## src/rtl/riscv_pkg.sv

```systemverilog
// riscv_pkg: architectural widths shared across the core
package riscv_pkg;

    localparam int PADDR_W = 32;

endpackage

```

## src/rtl/msrh_pkg.sv

```systemverilog
// msrh_pkg: memory-side widths, commands and the L2 arbiter request bundle
package msrh_pkg;

    localparam int ICACHE_DATA_W = 64;
    localparam int L2_CMD_TAG_W  = 4;
    localparam int L2_ARB_PORTS  = 2;

    typedef enum logic [1:0] {
        M_XRD = 2'd0,
        M_XWR = 2'd1
    } mem_cmd_t;

    // One request as seen by L2: tag carries the source port in its MSB
    typedef struct packed {
        mem_cmd_t                        cmd;
        logic [riscv_pkg::PADDR_W-1:0]   addr;
        logic [L2_CMD_TAG_W:0]           tag;
        logic [ICACHE_DATA_W-1:0]        data;
        logic [ICACHE_DATA_W/8-1:0]      byte_en;
    } l2_arb_req_t;

endpackage

```

## src/rtl/msrh_l2_req_arbiter_rr.sv

```systemverilog
// msrh_rr_arbiter2: two-way round-robin grant with an internal priority pointer
module msrh_rr_arbiter2 (
    input  logic       i_clk,
    input  logic       w_msrh_reset_n,
    input  logic       i_en,
    input  logic [1:0] i_req,
    output logic [1:0] o_grant
);

    logic r_ptr;
    logic w_ptr_next;

    // Pointer register: names the port favoured when both request
    always_ff @(posedge i_clk or negedge w_msrh_reset_n) begin
        if (!w_msrh_reset_n) r_ptr <= 1'b0;
        else                 r_ptr <= w_ptr_next;
    end

    // After any grant the other port becomes favoured
    always_comb begin
        w_ptr_next = (|o_grant) ? o_grant[0] : r_ptr;
    end

    // Grant: a lone requester wins outright, a tie goes to the pointer
    always_comb begin
        o_grant = 2'b00;
        if (i_en) o_grant = (i_req == 2'b11) ? (r_ptr ? 2'b10 : 2'b01) : i_req;
    end

endmodule

```

## src/rtl/msrh_l2_req_arbiter.sv

```systemverilog
// msrh_l2_req_arbiter: merges ICache and data-side requests into one L2 port
module msrh_l2_req_arbiter
    import msrh_pkg::*;
#(
    parameter int DATA_W          = msrh_pkg::ICACHE_DATA_W,
    parameter int TAG_W           = msrh_pkg::L2_CMD_TAG_W,
    parameter int ADDR_W          = riscv_pkg::PADDR_W,
    parameter int MAX_OUTSTANDING = 4
) (
    input  logic                i_clk,
    input  logic                w_msrh_reset_n,

    input  logic                i_p0_req_valid,
    input  mem_cmd_t            i_p0_req_cmd,
    input  logic [ADDR_W-1:0]   i_p0_req_addr,
    input  logic [TAG_W-1:0]    i_p0_req_tag,
    input  logic [DATA_W-1:0]   i_p0_req_data,
    input  logic [DATA_W/8-1:0] i_p0_req_byte_en,
    output logic                o_p0_req_ready,
    output logic                o_p0_resp_valid,
    output logic [TAG_W-1:0]    o_p0_resp_tag,
    output logic [DATA_W-1:0]   o_p0_resp_data,
    input  logic                i_p0_resp_ready,

    input  logic                i_p1_req_valid,
    input  mem_cmd_t            i_p1_req_cmd,
    input  logic [ADDR_W-1:0]   i_p1_req_addr,
    input  logic [TAG_W-1:0]    i_p1_req_tag,
    input  logic [DATA_W-1:0]   i_p1_req_data,
    input  logic [DATA_W/8-1:0] i_p1_req_byte_en,
    output logic                o_p1_req_ready,
    output logic                o_p1_resp_valid,
    output logic [TAG_W-1:0]    o_p1_resp_tag,
    output logic [DATA_W-1:0]   o_p1_resp_data,
    input  logic                i_p1_resp_ready,

    output logic                o_l2_req_valid,
    output mem_cmd_t            o_l2_req_cmd,
    output logic [ADDR_W-1:0]   o_l2_req_addr,
    output logic [TAG_W:0]      o_l2_req_tag,
    output logic [DATA_W-1:0]   o_l2_req_data,
    output logic [DATA_W/8-1:0] o_l2_req_byte_en,
    input  logic                i_l2_req_ready,

    input  logic                i_l2_resp_valid,
    input  logic [TAG_W:0]      i_l2_resp_tag,
    input  logic [DATA_W-1:0]   i_l2_resp_data,
    output logic                o_l2_resp_ready
);

    localparam int CNT_W = $clog2(MAX_OUTSTANDING + 1);

    logic [L2_ARB_PORTS-1:0]            w_req_valid;
    logic [L2_ARB_PORTS-1:0]            w_is_rd;
    logic [L2_ARB_PORTS-1:0]            w_eligible;
    logic [L2_ARB_PORTS-1:0]            w_grant;
    logic [L2_ARB_PORTS-1:0]            w_resp_fire;
    logic [L2_ARB_PORTS-1:0]            w_inc;
    logic [L2_ARB_PORTS-1:0]            w_dec;
    logic [L2_ARB_PORTS-1:0][CNT_W-1:0] r_cnt;
    logic                               w_slot_free;
    logic                               w_resp_port;

    logic                r_slot_valid;
    mem_cmd_t            r_slot_cmd;
    logic [ADDR_W-1:0]   r_slot_addr;
    logic [TAG_W:0]      r_slot_tag;
    logic [DATA_W-1:0]   r_slot_data;
    logic [DATA_W/8-1:0] r_slot_byte_en;

    assign w_req_valid = {i_p1_req_valid, i_p0_req_valid};
    assign w_is_rd     = {i_p1_req_cmd == M_XRD, i_p0_req_cmd == M_XRD};

    // The slot can take a new request when empty or being drained this cycle
    assign w_slot_free = ~r_slot_valid | i_l2_req_ready;

    // A full port only loses reads; writes never return and are never counted
    for (genvar g = 0; g < L2_ARB_PORTS; g++) begin : g_elig
        assign w_eligible[g] = w_req_valid[g] & ~(w_is_rd[g] & (r_cnt[g] == CNT_W'(MAX_OUTSTANDING)));
    end

    msrh_rr_arbiter2 u_rr (
        .i_clk          (i_clk),
        .w_msrh_reset_n (w_msrh_reset_n),
        .i_en           (w_slot_free & w_msrh_reset_n),
        .i_req          (w_eligible),
        .o_grant        (w_grant)
    );

    assign o_p0_req_ready = w_grant[0];
    assign o_p1_req_ready = w_grant[1];

    // Slot occupancy: filled by a grant, emptied by an L2 handshake
    always_ff @(posedge i_clk or negedge w_msrh_reset_n) begin
        if (!w_msrh_reset_n)  r_slot_valid <= 1'b0;
        else if (|w_grant)    r_slot_valid <= 1'b1;
        else if (i_l2_req_ready) r_slot_valid <= 1'b0;
    end

    // Slot payload: only written on a grant, so it holds while L2 stalls
    always_ff @(posedge i_clk) begin
        if (|w_grant) begin
            r_slot_cmd     <= w_grant[1] ? i_p1_req_cmd     : i_p0_req_cmd;
            r_slot_addr    <= w_grant[1] ? i_p1_req_addr    : i_p0_req_addr;
            r_slot_tag     <= {w_grant[1], w_grant[1] ? i_p1_req_tag : i_p0_req_tag};
            r_slot_data    <= w_grant[1] ? i_p1_req_data    : i_p0_req_data;
            r_slot_byte_en <= w_grant[1] ? i_p1_req_byte_en : i_p0_req_byte_en;
        end
    end

    assign o_l2_req_valid   = r_slot_valid;
    assign o_l2_req_cmd     = r_slot_cmd;
    assign o_l2_req_addr    = r_slot_addr;
    assign o_l2_req_tag     = r_slot_tag;
    assign o_l2_req_data    = r_slot_data;
    assign o_l2_req_byte_en = r_slot_byte_en;

    // Responses are steered purely by the port bit stored in the tag MSB
    assign w_resp_port     = i_l2_resp_tag[TAG_W];
    assign o_p0_resp_valid = i_l2_resp_valid & ~w_resp_port;
    assign o_p1_resp_valid = i_l2_resp_valid &  w_resp_port;
    assign o_p0_resp_tag   = i_l2_resp_tag[TAG_W-1:0];
    assign o_p1_resp_tag   = i_l2_resp_tag[TAG_W-1:0];
    assign o_p0_resp_data  = i_l2_resp_data;
    assign o_p1_resp_data  = i_l2_resp_data;
    assign o_l2_resp_ready = w_resp_port ? i_p1_resp_ready : i_p0_resp_ready;
    assign w_resp_fire     = {o_p1_resp_valid & i_p1_resp_ready, o_p0_resp_valid & i_p0_resp_ready};

    // A stray response on an idle port must not wrap the counter below zero
    for (genvar g = 0; g < L2_ARB_PORTS; g++) begin : g_cnt_ctl
        assign w_inc[g] = w_grant[g] & w_is_rd[g];
        assign w_dec[g] = w_resp_fire[g] & (r_cnt[g] != '0);
        a_no_stray_resp: assert property (@(posedge i_clk) disable iff (!w_msrh_reset_n)
            !(w_resp_fire[g] && r_cnt[g] == '0));
        a_cnt_bound: assert property (@(posedge i_clk) disable iff (!w_msrh_reset_n)
            r_cnt[g] <= CNT_W'(MAX_OUTSTANDING));
    end

    // Outstanding read counters: issue and return in the same cycle cancel out
    always_ff @(posedge i_clk or negedge w_msrh_reset_n) begin
        if (!w_msrh_reset_n) begin
            r_cnt <= '0;
        end else begin
            for (int p = 0; p < L2_ARB_PORTS; p++) begin
                if (w_inc[p] & ~w_dec[p])      r_cnt[p] <= r_cnt[p] + 1'b1;
                else if (~w_inc[p] & w_dec[p]) r_cnt[p] <= r_cnt[p] - 1'b1;
            end
        end
    end

endmodule
```

## config.mk

```make
export PLATFORM = sky130hd
export DESIGN_NAME = msrh_l2_req_arbiter
export DESIGN_NICKNAME = d
export VERILOG_FILES = /design/src/rtl/riscv_pkg.sv /design/src/rtl/msrh_pkg.sv /design/src/rtl/msrh_l2_req_arbiter_rr.sv /design/src/rtl/msrh_l2_req_arbiter.sv
export SDC_FILE = /design/constraint.sdc
export NUM_CORES = 1
export LEC_CHECK = 0
export BUFFER_PORTS_ARGS = -buffer_cell sky130_fd_sc_hd__buf_2
export CORE_AREA = 4 4 212 214
export CTS_BUF_LIST = sky130_fd_sc_hd__clkbuf_8
export CTS_CLUSTER_DIAMETER = 60
export DETAILED_ROUTE_END_ITERATION = 10
export DIE_AREA = 0 0 216 218
export GPL_ROUTABILITY_DRIVEN = 1
export PLACE_DENSITY = 0.4
export SLEW_MARGIN = 20
export SYNTH_ARGS = -nofsm -noshare
export SYNTH_HDL_FRONTEND = slang
export SYNTH_SLANG_ARGS = --single-unit
```

## constraint.sdc

```tcl
create_clock -name i_clk -period 4.5 [get_ports i_clk]
set_input_delay 0.675 -clock i_clk [delete_from_list [all_inputs] [get_ports i_clk]]
set_output_delay 0.675 -clock i_clk [all_outputs]
set_load 0.02 [all_outputs]
```

After elaboration in Yosys (flattened, before gate mapping)
Index checks and enable logic that the tools add are counted.
{"block": "op_classes", "n_addsub": 4, "eq_ne": 3, "mux": 15, "n_bitwise": 26, "reduce_logical": 8}
{"op": "$mux W64", "count": 1}
{"op": "$mux W32", "count": 1}
{"op": "$and A1 B1 Y1", "count": 17}
{"op": "$mux W3", "count": 4}
{"op": "$mux W2", "count": 4}
{"op": "$mux W8", "count": 1}
{"op": "$not A1 Y1", "count": 8}
{"op": "$add A3 B1 Y3 const B", "count": 2}
{"op": "$eq A3 B3 Y1 const B", "count": 2}
{"op": "$reduce_bool A2 Y1", "count": 3}
{"op": "$reduce_bool A3 Y1", "count": 2}
{"op": "$sub A3 B1 Y3 const B", "count": 2}
{"op": "$logic_not A2 Y1", "count": 2}
{"op": "$mux W4", "count": 1}
{"op": "$mux W1", "count": 3}
{"op": "$eq A2 B2 Y1 const B", "count": 1}
{"op": "$reduce_or A2 Y1", "count": 1}
{"op": "$or A1 B1 Y1", "count": 1}
{"block": "totals", "regBits": 119, "input_bits": 297, "out_inout_bits": 253, "word_cells": 65}

Depth between registers and ports, before layout
{"block": "logic_depth", "word_depth": 12, "depth_mapped": 11, "depth_no_buf": 10}

Hierarchy
Synthesis repeated with hierarchy kept, for this count alone.
{"block": "hier_totals", "hier_cells": 415, "hier_area_um2": 6206.0}
{"mod": "msrh_l2_req_arbiter", "n_inst": 1, "cells_per_inst": 407, "area_per_inst_um2": 6144.6, "seq_area_each_um2": 3508.4}
{"mod": "msrh_rr_arbiter2", "n_inst": 1, "cells_per_inst": 8, "area_per_inst_um2": 61.3, "seq_area_each_um2": 25.0}

Worst setup path after synthesis
No wires, ideal clock.
{"block": "synth_timing", "path_kind": "input port to flip-flop", "start": "input i_l2_req_ready", "end": "register r_slot_addr[0], in the netlist o_l2_req_addr[0] (enable)", "setup_time_ns": 0.464, "t_arrival_ns": 3.206, "required_ns": 4.036, "path_slack_ns": 0.829, "cell_stages": 4, "n_path_buf": 0, "cell_sequence": "nand2b_1 > nand2_1 > a21o_1 > inv_1"}
{"block": "synth_between", "elab_chain_cells": 4}
{"item": "start: declaration", "line": "msrh_l2_req_arbiter.sv:43", "rtl": "input logic i_l2_req_ready,"}
{"item": "$or A1 B1 Y1", "line": "msrh_l2_req_arbiter.sv:75", "rtl": "assign w_slot_free = ~r_slot_valid | i_l2_req_ready;"}
{"item": "$and A1 B1 Y1", "line": "msrh_l2_req_arbiter.sv:85", "rtl": ".i_en (w_slot_free & w_msrh_reset_n),"}
{"item": "$mux W2", "line": "msrh_l2_req_arbiter_rr.sv:27", "rtl": "if (i_en) o_grant = (i_req == 2'b11) ? (r_ptr ? 2'b10 : 2'b01) : i_req;"}
{"item": "$reduce_or A2 Y1", "line": "msrh_l2_req_arbiter.sv:102", "rtl": "if (|w_grant) begin"}
{"item": "end signal: assignment", "line": "msrh_l2_req_arbiter.sv:104", "rtl": "r_slot_addr <= w_grant[1] ? i_p1_req_addr : i_p0_req_addr;"}
{"item": "end: declaration", "line": "msrh_l2_req_arbiter.sv:66", "rtl": "logic [ADDR_W-1:0] r_slot_addr;"}
Every way passes these cells.
A chain may end at the register's enable or synchronous reset.

Final worst setup path
{"block": "layout_timing", "start": "register r_cnt[1] (netlist bit)", "end": "output o_p1_req_ready"}
{"block": "layout_between", "elab_chain_cells": 7}
{"item": "start: declaration", "line": "msrh_l2_req_arbiter.sv:60", "rtl": "logic [L2_ARB_PORTS-1:0][CNT_W-1:0] r_cnt;"}
{"item": "start signal: indexed assignment", "line": "msrh_l2_req_arbiter.sv:145", "rtl": "if (w_inc[p] & ~w_dec[p]) r_cnt[p] <= r_cnt[p] + 1'b1;"}
{"item": "start signal: indexed assignment", "line": "msrh_l2_req_arbiter.sv:146", "rtl": "else if (~w_inc[p] & w_dec[p]) r_cnt[p] <= r_cnt[p] - 1'b1;"}
{"item": "$eq A3 B3 Y1", "line": "msrh_l2_req_arbiter.sv:79", "rtl": "assign w_eligible[g] = w_req_valid[g] & ~(w_is_rd[g] & (r_cnt[g] == CNT_W'(MAX_OUTSTANDING)));"}
{"item": "$and A1 B1 Y1", "line": "msrh_l2_req_arbiter.sv:79"}
{"item": "$not A1 Y1", "line": "msrh_l2_req_arbiter.sv:79"}
{"item": "$and A1 B1 Y1", "line": "msrh_l2_req_arbiter.sv:79"}
{"item": "$eq A2 B2 Y1", "line": "msrh_l2_req_arbiter_rr.sv:27"}
{"item": "$mux W2 (2 in a row)", "line": "msrh_l2_req_arbiter_rr.sv:27"}
{"item": "end: declaration", "line": "msrh_l2_req_arbiter.sv:31", "rtl": "output logic o_p1_req_ready,"}
Every way passes these cells.

==> metrics.txt <==
static leakage=3.53 nW; initial DRC count=100; start of the worst register-to-register path=r_cnt[1]$_DFFE_PN0P_; CP endpoint=o_p1_req_ready; worst min path class=primary input to register; Final min period=roughly 3300 ps; most frequent cells in the layout=buf_2 (345), edfxtp_1 (111), mux2_4 (80), mux2_2 (33), clkbuf_8 (17); initial antenna violation count=0; Critical Path RT=roughly 3800 ps; RSZ-0062 raised after global routing=false; first-pass GRT wire length=~30 mm; final setup margin=1150 ps; post-DP HPWL=roughly 17 mm; Mapped Cells=around 420; CTS root buffer=clkbuf_8; final period utilization=0.743; Final Power=between 3 and 4 mW; num ports=between 500 and 600; latest clock arrival within the worst-skew pair=a little over 500 ps; TritonCTS buffer count=17; num rows=76; Worst-path clk slew=80 ps; synthesis-stage register bit count=roughly 120; Via Count=between 4000 and 5000; Initial Utilization=0.154; DR pass1 iterations=4; Final nets=between 900 and 1000; pins over their slew limit=0; worst clock skew=12.9 ps; Max VDD drop=around 170 uV; Power Dens Cells=~380 mW/mm^2; Critical Path Start=r_cnt[1]$_DFFE_PN0P_; maxcap violations=0; Max clock buf depth=2; CTS tree=done; # setup viols final=0; Via density=roughly 3.3; core area=approximately 0.043 sq mm; Post-Syn Nets=slightly above 700; Seq/Total Area, Yosys=0.534; post-CTS setup buffers=0; die area=roughly 0.047 sq mm; Placed Area=between 0.007 and 0.008 sq mm; DRT antenna net count=0; layout cell share with drive strength beyond 1=0.760; final hold vios=0; Startpoint Class=register; ant diodes=0; fmax=299 MHz; status=finished clean; actual slew at the worst max-slew pin=about 770 ps; die height=about 220 microns; Worst Hold Launch=i_p0_req_data[43]; Distinct cells, synth=27; crit path DAT=around 2700 ps; H-tree depth=4; Ys Warns=0; input/output buffers=roughly 350; Total GRT Usage=0.0916; CP endpoint kind=output port; commonest non-fill, non-tap cell in the layout=buf_2; worst-case reg-to-reg path depth=6; R2R Path End=o_l2_req_data[63]$_DFFE_PP_; Die Width=~220 microns; routed len/inst=about 18 microns; Post-Syn Area=approximately 0.0066 sq mm; reg2reg setup slack=1490 ps; pin count of the biggest net entering global routing=around 80; Setup TNS=0 ps; final wirelength=about 22 mm; GRT Residual Overflow=0; Crit Path Class=register to output port; CTS Sinks=roughly 120; Slew HR=0.486; maximum fanout along the worst path=81; final instance area=0.00831 sq mm; dpl ws=about 1100 ps; area grow syn2layout=25.6%; Layout Utilization=0.194; vias in the first global route=4302; Avg Cell Area, Syn=about 16 sq um; gp weighted congestion=roughly 0.75; DR DRC count=0
## what timing repair did
action                                  in CTS  in global routing
resized for setup                            0                  0
endpoints found under the setup margin       0                  0
hold buffers                                 1                  0
endpoints found under the hold margin        8                  0
## flip-flops by register name (all words and copies together) (netlist names)
name / flops
o_l2_req_data: 64
o_l2_req_addr: 32
o_l2_req_byte_en: 8
r_cnt: 6
o_l2_req_tag: 5
o_l2_req_cmd: 2
o_l2_req_valid: 1
u_rr.r_ptr: 1
## critical path: stages, from the launching register on
cell	delay [ps]
dfrtp_1	420
or4_1	550
o21ai_2	200
o2111a_2	250
buf_12	440
buf_2	280
## layer usage
layer / share of wire / track usage / vias to the layer above
met1: 0.31 / 0.0782 / 1828
li1: - / - / 1803
met2: 0.50 / 0.155 / 351
met5: 0 / 0.00521 / -
met4: 0.044 / 0.0604 / 0
met3: 0.14 / 0.0617 / 66
## report_power, final
group / total (mW) / leakage [nW] / switching [mW] / internal (mW)
sequential: 1.43 / 1.14 / 0.0584 / 1.38
clock: 1.04 / 0.195 / 0.500 / 0.537
combinational: 0.724 / 2.19 / 0.382 / 0.342
total: 3.20 / 3.53 / 0.941 / 2.26
## logic make-up (layout without fill, tap and decap cells)
logic type / after synthesis / count (layout) / share of synthesized area
DFF: 119 / 119 / 0.534
AOI/OAI and AO/OA: 10 / 10 / 0.0119
adders and majority gates: 4 / 4 / 0.00984
xor gates and xnor gates: 6 / 6 / 0.00795
and+or+nand+nor: 11 / 11 / 0.0102
buffers and inverters: 153 / 388 / 0.188
muxes: 113 / 113 / 0.238
## per-stage QoR
step	instances	hold slack (ps)
2_1_floorplan	416	379
3_3_place_gp	1203	537
3_5_place_dp	1203	518
4_1_cts	1236	354
5_1_grt	1236	384
6_report	1236	459
## how the worst min path moves through the flow
stage	endpoint	cells after the start
5_1_grt	o_l2_req_data[50]$_DFFE_PP_	2
2_1_floorplan	o_l2_req_valid$_DFFE_PN0P_	0
3_3_place_gp	u_rr.r_ptr$_DFFE_PN0P_	1
6_report	o_l2_req_data[43]$_DFFE_PP_	2
3_5_place_dp	u_rr.r_ptr$_DFFE_PN0P_	1
4_1_cts	o_l2_req_data[45]$_DFFE_PP_	2
## area by class of cell
type	count	area, sq um
fillers	4707	34600
flip-flops and latches	119	3530
multi-input cells	144	1840
repair buffers	351	1790
well taps	585	732
clock buffers	17	234
clock inverters	15	163
inverters	5	21.3
## cells in the mapped netlist, drive strengths merged
| cell | instances | area (sq um) |
|---|---|---|
| buf | 148 | 1220 |
| mux2 | 113 | 1570 |
| edfxtp | 111 | 3330 |
| dfrtp | 8 | 200 |
| inv | 5 | 18.8 |
| xnor2 | 4 | 35.0 |
| o21ai | 3 | 18.8 |
| fa | 2 | 40.0 |
| ha | 2 | 25.0 |
| nand2 | 2 | 7.51 |
| nor2 | 2 | 7.51 |
| nor3b | 2 | 15.0 |
| o311ai | 2 | 17.5 |
| or4 | 2 | 18.8 |
| xor2 | 2 | 17.5 |
| a211oi | 1 | 7.51 |
| a21o | 1 | 7.51 |
| and2 | 1 | 6.26 |
| nand2b | 1 | 6.26 |
| nor2b | 1 | 6.26 |
| o2111a | 1 | 12.5 |
| o21a | 1 | 7.51 |
| o31ai | 1 | 7.51 |
No activity file was read; power rests on OpenSTA's default activity.
